### config.mk
export PLATFORM = sky130hd
export DESIGN_NAME = xor_invert_pipe
export DESIGN_NICKNAME = d
export VERILOG_FILES = /design/src/rtl/xor_invert_pipe.sv
export SDC_FILE = /design/constraint.sdc
export NUM_CORES = 1
export LEC_CHECK = 0
export CORE_ASPECT_RATIO = 1.25
export CORE_MARGIN = 2
export CORE_UTILIZATION = 40
export DETAILED_ROUTE_END_ITERATION = 6
export DONT_BUFFER_PORTS = 1
export PLACE_DENSITY_LB_ADDON = 0.25
export SYNTH_ARGS = -nofsm -noshare
export SYNTH_HDL_FRONTEND = slang
export SYNTH_SLANG_ARGS = --single-unit
### constraint.sdc
create_clock -name clk -period 1.4 [get_ports clk]
set_clock_uncertainty 0.1 [all_clocks]
set_input_delay 0.28 -clock clk [delete_from_list [all_inputs] [get_ports clk]]
set_output_delay 0.28 -clock clk [all_outputs]
set_load 0.02 [all_outputs]
### src/rtl/xor_invert_pipe.sv
// xor_invert_pipe -- two-stage valid/ready pipeline computing a per-op
// bitwise function of two operands.
//
//   op 00 : a ^ b      op 01 : ~(a ^ b)
//   op 10 : ~a         op 11 : a
//
// Ports
//   clk, rst_n         clock, async active-low reset
//   in_valid/in_ready  input handshake; in_a, in_b, op sampled with it
//   out_valid/out_ready output handshake; out_data driven from stage S2
//   xfer_count         count of output handshakes, wraps silently
//   out_parity         ^out_data, registered with S2
//                      (only with XOR_INVERT_PIPE_PARITY_EN defined)
//
// Stage S1 captures the combinational result; S2 drives the outputs.
// in_ready is combinational from out_ready so a full pipe can accept
// and emit in the same cycle without a bubble.
module xor_invert_pipe #(
  parameter int WIDTH = 10,
  parameter int CNT_W = 16
) (
  input  logic             clk,
  input  logic             rst_n,
  input  logic             in_valid,
  output logic             in_ready,
  input  logic [WIDTH-1:0] in_a,
  input  logic [WIDTH-1:0] in_b,
  input  logic [1:0]       op,
  output logic             out_valid,
  input  logic             out_ready,
  output logic [WIDTH-1:0] out_data,
  output logic [CNT_W-1:0] xfer_count
`ifdef XOR_INVERT_PIPE_PARITY_EN
  ,
  output logic             out_parity
`endif
);

  typedef struct packed {
    logic             vld;
    logic [WIDTH-1:0] data;
  } stage_t;

  stage_t           s1, s2;
  logic [WIDTH-1:0] res;
  logic             in_hs, out_hs, s1_adv;

  always_comb begin
    res = '0;
    unique case (op)
      2'b00: res = in_a ^ in_b;
      2'b01: res = ~(in_a ^ in_b);
      2'b10: res = ~in_a;
      2'b11: res = in_a;
    endcase
  end

  assign out_hs   = s2.vld && out_ready;
  // S1 moves on when S2 is empty or is draining this very cycle
  assign s1_adv   = s1.vld && (!s2.vld || out_hs);
  // gated by rst_n: flags are already clear in reset, but the port must read 0
  assign in_ready = rst_n && (!s1.vld || s1_adv);
  assign in_hs    = in_valid && in_ready;

  always_ff @(posedge clk or negedge rst_n) begin
    if (!rst_n)      s1     <= '0;
    else if (in_hs)  s1     <= '{vld: 1'b1, data: res};
    else if (s1_adv) s1.vld <= 1'b0;
  end

  always_ff @(posedge clk or negedge rst_n) begin
    if (!rst_n)      s2     <= '0;
    else if (s1_adv) s2     <= s1;
    else if (out_hs) s2.vld <= 1'b0;
  end

  always_ff @(posedge clk or negedge rst_n) begin
    if (!rst_n)      xfer_count <= '0;
    else if (out_hs) xfer_count <= xfer_count + 1'b1;
  end

  assign out_valid = s2.vld;
  assign out_data  = s2.data;

`ifdef XOR_INVERT_PIPE_PARITY_EN
  // registered with S2 data so it tracks out_data exactly under stall
  logic par_q;
  always_ff @(posedge clk or negedge rst_n) begin
    if (!rst_n)      par_q <= 1'b0;
    else if (s1_adv) par_q <= ^s1.data;
  end
  assign out_parity = par_q;
`endif

endmodule

==> impl_metrics.prom <==
# TYPE chip_impl_metric gauge
chip_impl_metric{name="clk_pin_slew",unit="ns"} 0.07
chip_impl_metric{name="critPathRequiredTime",unit="ns"} 1.02
chip_impl_metric{name="static-leakage-power",unit="nW"} 0.960
chip_impl_info{name="hold_end",value="xfer_count[2]$_DFFE_PN0P_"} 1
chip_impl_metric{name="detail_route.iter0.violations",unit=""} 23
chip_impl_info{name="r2r_start",value="out_valid$_DFFE_PN0P_"} 1
chip_impl_metric{name="layout.nets",unit=""} 209
chip_impl_metric{name="cap_violations",unit=""} 0
chip_impl_metric{name="yosys_warnings",unit=""} 0
chip_impl_info{name="worstReg2RegEnd",value="xfer_count[7]$_DFFE_PN0P_"} 1
chip_impl_metric{name="multi_input_gate_area_in_the_final_layout",unit="sq um"} 842
chip_impl_metric{name="cp_max_fo",unit=""} 3
chip_impl_metric{name="synth.top_cell.area_share",unit="%"} 54.1
chip_impl_metric{name="final-max-slew-violation-count",unit=""} 0
chip_impl_metric{name="final_critical_path_time_including_i_o_delays_and_setup",unit="ns"} 1.39
chip_impl_info{name="startpoint_type",value="flop"} 1
chip_impl_metric{name="setup_viol",unit=""} 0
chip_impl_info{name="hp-class",value="input port to flop"} 1
chip_impl_metric{name="floorplan.initialDensity",unit="%"} 42.2
chip_impl_metric{name="globalRouteOverflowTotal",unit=""} 0
chip_impl_metric{name="antennaDiodeCount",unit=""} 0
chip_impl_metric{name="via_count_of_the_first_global_routing_pass",unit=""} 1206
chip_impl_metric{name="number_of_antenna_violations_at_the_first_check_in_global_routing",unit=""} 0
chip_impl_metric{name="synthCells",unit=""} 154
chip_impl_metric{name="postSynth.asyncResetShare",unit="%"} 100
chip_impl_info{name="yosys_most_used_dff",value="dfrtp_1"} 1
chip_impl_metric{name="die-area",unit="sq um"} 4940
chip_impl_metric{name="drc",unit=""} 0
chip_impl_metric{name="seq_area_frac_synth",unit="%"} 54.1
chip_impl_metric{name="final_min_period_over_clock_period",unit="%"} 99.2
chip_impl_info{name="synthDominantAreaCellType",value="dfrtp_1"} 1
chip_impl_metric{name="power-per-cell-area",unit="nW/um^2"} 1450
chip_impl_metric{name="drive_gt1_share",unit="%"} 33.0
chip_impl_metric{name="pre_cts_slack",unit="ns"} -0.00227
chip_impl_metric{name="routed_via_density",unit=""} 4.84
chip_impl_metric{name="area_growth",unit="%"} 24.8
chip_impl_metric{name="p_sw_share",unit="%"} 33.3
chip_impl_metric{name="clkSinkCount",unit=""} 38
chip_impl_metric{name="die_h",unit="um"} 78.1
chip_impl_metric{name="final_critical_path_setup_slack",unit="ns"} 0.0111
chip_impl_metric{name="clock_power_share",unit="%"} 23.0
chip_impl_metric{name="count_of_input_and_output_buffers",unit=""} 0
chip_impl_metric{name="cp.arrival",unit="ns"} 1.01
chip_impl_metric{name="ctsHtreeMaxLevel",unit=""} 2
chip_impl_info{name="layout.cells.most_common",value="xnor2_1"} 1
chip_impl_metric{name="p_comb_share",unit="%"} 24.4
chip_impl_metric{name="core_area",unit="sq um"} 4160
chip_impl_metric{name="dpl_hpwl",unit="mm"} 2.35
chip_impl_metric{name="seq_power_share",unit="%"} 52.5
chip_impl_metric{name="average_wire_per_cell_in_the_routed_design",unit="um"} 14.3
chip_impl_metric{name="floorplan.die.width",unit="um"} 63.3
chip_impl_metric{name="grt_pass1_wl",unit="mm"} 5.59
chip_impl_metric{name="dpl-instance-area",unit="sq um"} 1950
chip_impl_metric{name="switching_power",unit="mW"} 1.06
chip_impl_metric{name="drt_pass1_iterations",unit=""} 4
chip_impl_metric{name="num_io_pins",unit=""} 54
chip_impl_metric{name="cell_internal_pwr",unit="mW"} 2.13
chip_impl_info{name="netlist_top_cells_area",value="dfrtp_1, xnor2_1, mux2_2"} 1
chip_impl_metric{name="totalWireLength",unit="mm"} 3.40
chip_impl_metric{name="grt_start_max_net_pins",unit=""} 39
chip_impl_metric{name="place_congestion",unit=""} 0.741
chip_impl_metric{name="fin_cells",unit=""} 238
chip_impl_metric{name="timing.final.hold_violations",unit=""} 0
chip_impl_info{name="layout.cells.most_common_list",value="xnor2_1, dfrtp_1, nand2_1, buf_4, nor2_1"} 1
chip_impl_info{name="clock_tree_from_tritoncts",value="built"} 1
chip_impl_info{name="ctsRootBufferMaster",value="clkbuf_8"} 1
chip_impl_metric{name="std_cell_rows",unit=""} 26
chip_impl_info{name="timing.critical_path.to_type",value="output port"} 1
chip_impl_metric{name="route.antenna.remaining_nets",unit=""} 0
chip_impl_info{name="hold_path.startpoint",value="out_ready"} 1
chip_impl_metric{name="regArea",unit="sq um"} 962
chip_impl_metric{name="synthesis.area_per_instance",unit="sq um"} 11.4
chip_impl_metric{name="worst_supply_voltage_drop_on_vdd",unit="mV"} 0.525
chip_impl_metric{name="dp_cells",unit=""} 222
chip_impl_metric{name="synthesis.nets",unit=""} 181
chip_impl_info{name="outcome",value="complete, no violations"} 1
chip_impl_metric{name="synth_edf_count",unit=""} 0
chip_impl_metric{name="synthesis.area",unit="sq um"} 1760
chip_impl_metric{name="slew-limit-headroom",unit="%"} 80.9
chip_impl_metric{name="post-layout-total-power",unit="mW"} 3.19
chip_impl_info{name="critPathKind",value="flop to output port"} 1
chip_impl_metric{name="routed-via-count",unit=""} 1152
chip_impl_metric{name="yosys.cell_types.count",unit=""} 27
chip_impl_metric{name="maximum_clock_rate",unit="MHz"} 720
chip_impl_metric{name="cts_max_path_buffers",unit=""} 2
chip_impl_metric{name="global_route.usage.total",unit="%"} 14.9
chip_impl_metric{name="fin_area",unit="sq um"} 2190
chip_impl_metric{name="clk_lat_worst_skew",unit="ns"} 0.28
chip_impl_metric{name="postSynthRegisterBits",unit=""} 38
chip_impl_metric{name="r2r_slack",unit="ns"} 0.05
chip_impl_metric{name="tritoncts.num_buffers",unit=""} 5
chip_impl_metric{name="final.fill_count",unit=""} 382
chip_impl_metric{name="reg2reg_depth",unit=""} 5
chip_impl_metric{name="hold_depth",unit=""} 2
chip_impl_metric{name="worst_pin_slew",unit="ns"} 0.286
chip_impl_info{name="grt_setup_unrepaired",value="yes"} 1
[worst max-delay path by stage]
stage | startpoint | end | slack (ns)
2_1_floorplan | xfer_count[0]$_DFFE_PN0P_ | xfer_count[8]$_DFFE_PN0P_ | 0.02
3_3_place_gp | xfer_count[0]$_DFFE_PN0P_ | xfer_count[8]$_DFFE_PN0P_ | 0.06
3_5_place_dp | xfer_count[0]$_DFFE_PN0P_ | xfer_count[8]$_DFFE_PN0P_ | -0.002
4_1_cts | out_valid$_DFFE_PN0P_ | out_data[8]$_DFFE_PN0P_ | -0.01
5_1_grt | out_valid$_DFFE_PN0P_ | in_ready | -0.05
6_report | out_valid$_DFFE_PN0P_ | in_ready | 0.01
[power by group through the flow]
stage / sequential (mW) / clock [mW] / combinational [mW]
2_1_floorplan: 1.79 / 0 / 0.361
3_3_place_gp: 1.69 / 0 / 0.673
3_5_place_dp: 1.70 / 0 / 0.694
4_1_cts: 1.68 / 0.775 / 0.746
5_1_grt: 1.71 / 0.817 / 0.865
6_report: 1.68 / 0.735 / 0.780
[cell usage after synthesis, types with 2 or more instances]
library cell and instances:
o21ai_0 9, nor2_1 14, nand4_1 2, xor2_1 2
mux2_1 2, mux2_2 9, nand3_1 6, xnor2_1 33
nand2b_1 2, dfrtp_1 38, nand2_1 19, buf_2 2
and3_1 2
[per-layer routing]
layer,part of all wire (%),track usage (%),wire (um),up-vias
met5,0,0,0,-
met4,2.5,7.83,84,0
met3,8.4,5.73,286,7
met2,53,25.4,1790,49
met1,36,15.8,1240,537
li1,-,-,-,559
[state kept, by name (all words and copies together), names as in the netlist]
signal,flops
out_data,10
out_valid,1
s1,11
xfer_count,16
[what timing repair did]
action	CTS	global route
endpoints found under the setup margin	2	22
hold buffers	2	0
setup buffers	3	2
resized for setup	3	11
cloned	0	2
endpoints found under the hold margin	38	0
pin swaps	1	5
[cell type report]
cell class / instances / area share (%)
Clock buffer: 7 / 3.94
Sequential cell: 38 / 43.9
Tap cell: 56 / 3.19
Inverter: 1 / 0.171
Multi-Input combinational cell: 112 / 38.4
Timing Repair Buffer: 24 / 10.4
[kinds of logic (layout without fill, tap and decap cells)]
kind of cell,count (synthesis),in the layout,share of synthesized area [%]
buf+inv,5,32,1.21
simple gates,54,55,16.7
fa+ha+maj,1,1,0.712
flops,38,38,54.1
mux,11,11,7.05
compound gates,10,10,2.85
xor+xnor,35,35,17.4
[critical path: stages, from the launching register on]
cell and delay (ns):
dfrtp_1 0.41, nand3b_1 0.13, and2_4 0.19
[stage by stage]
stage	hold slack [ns]	util [%]	setup TNS (ns)
after floorplan	-0.116	-	0
after global placement	-0.115	46.9	0
after detailed placement	-0.115	46.9	-0.00227
after CTS	0.113	50.4	-0.0867
after global routing	0.0955	52.7	-0.151
final	0.0973	52.7	0
No activity file was read; power rests on OpenSTA's default activity.
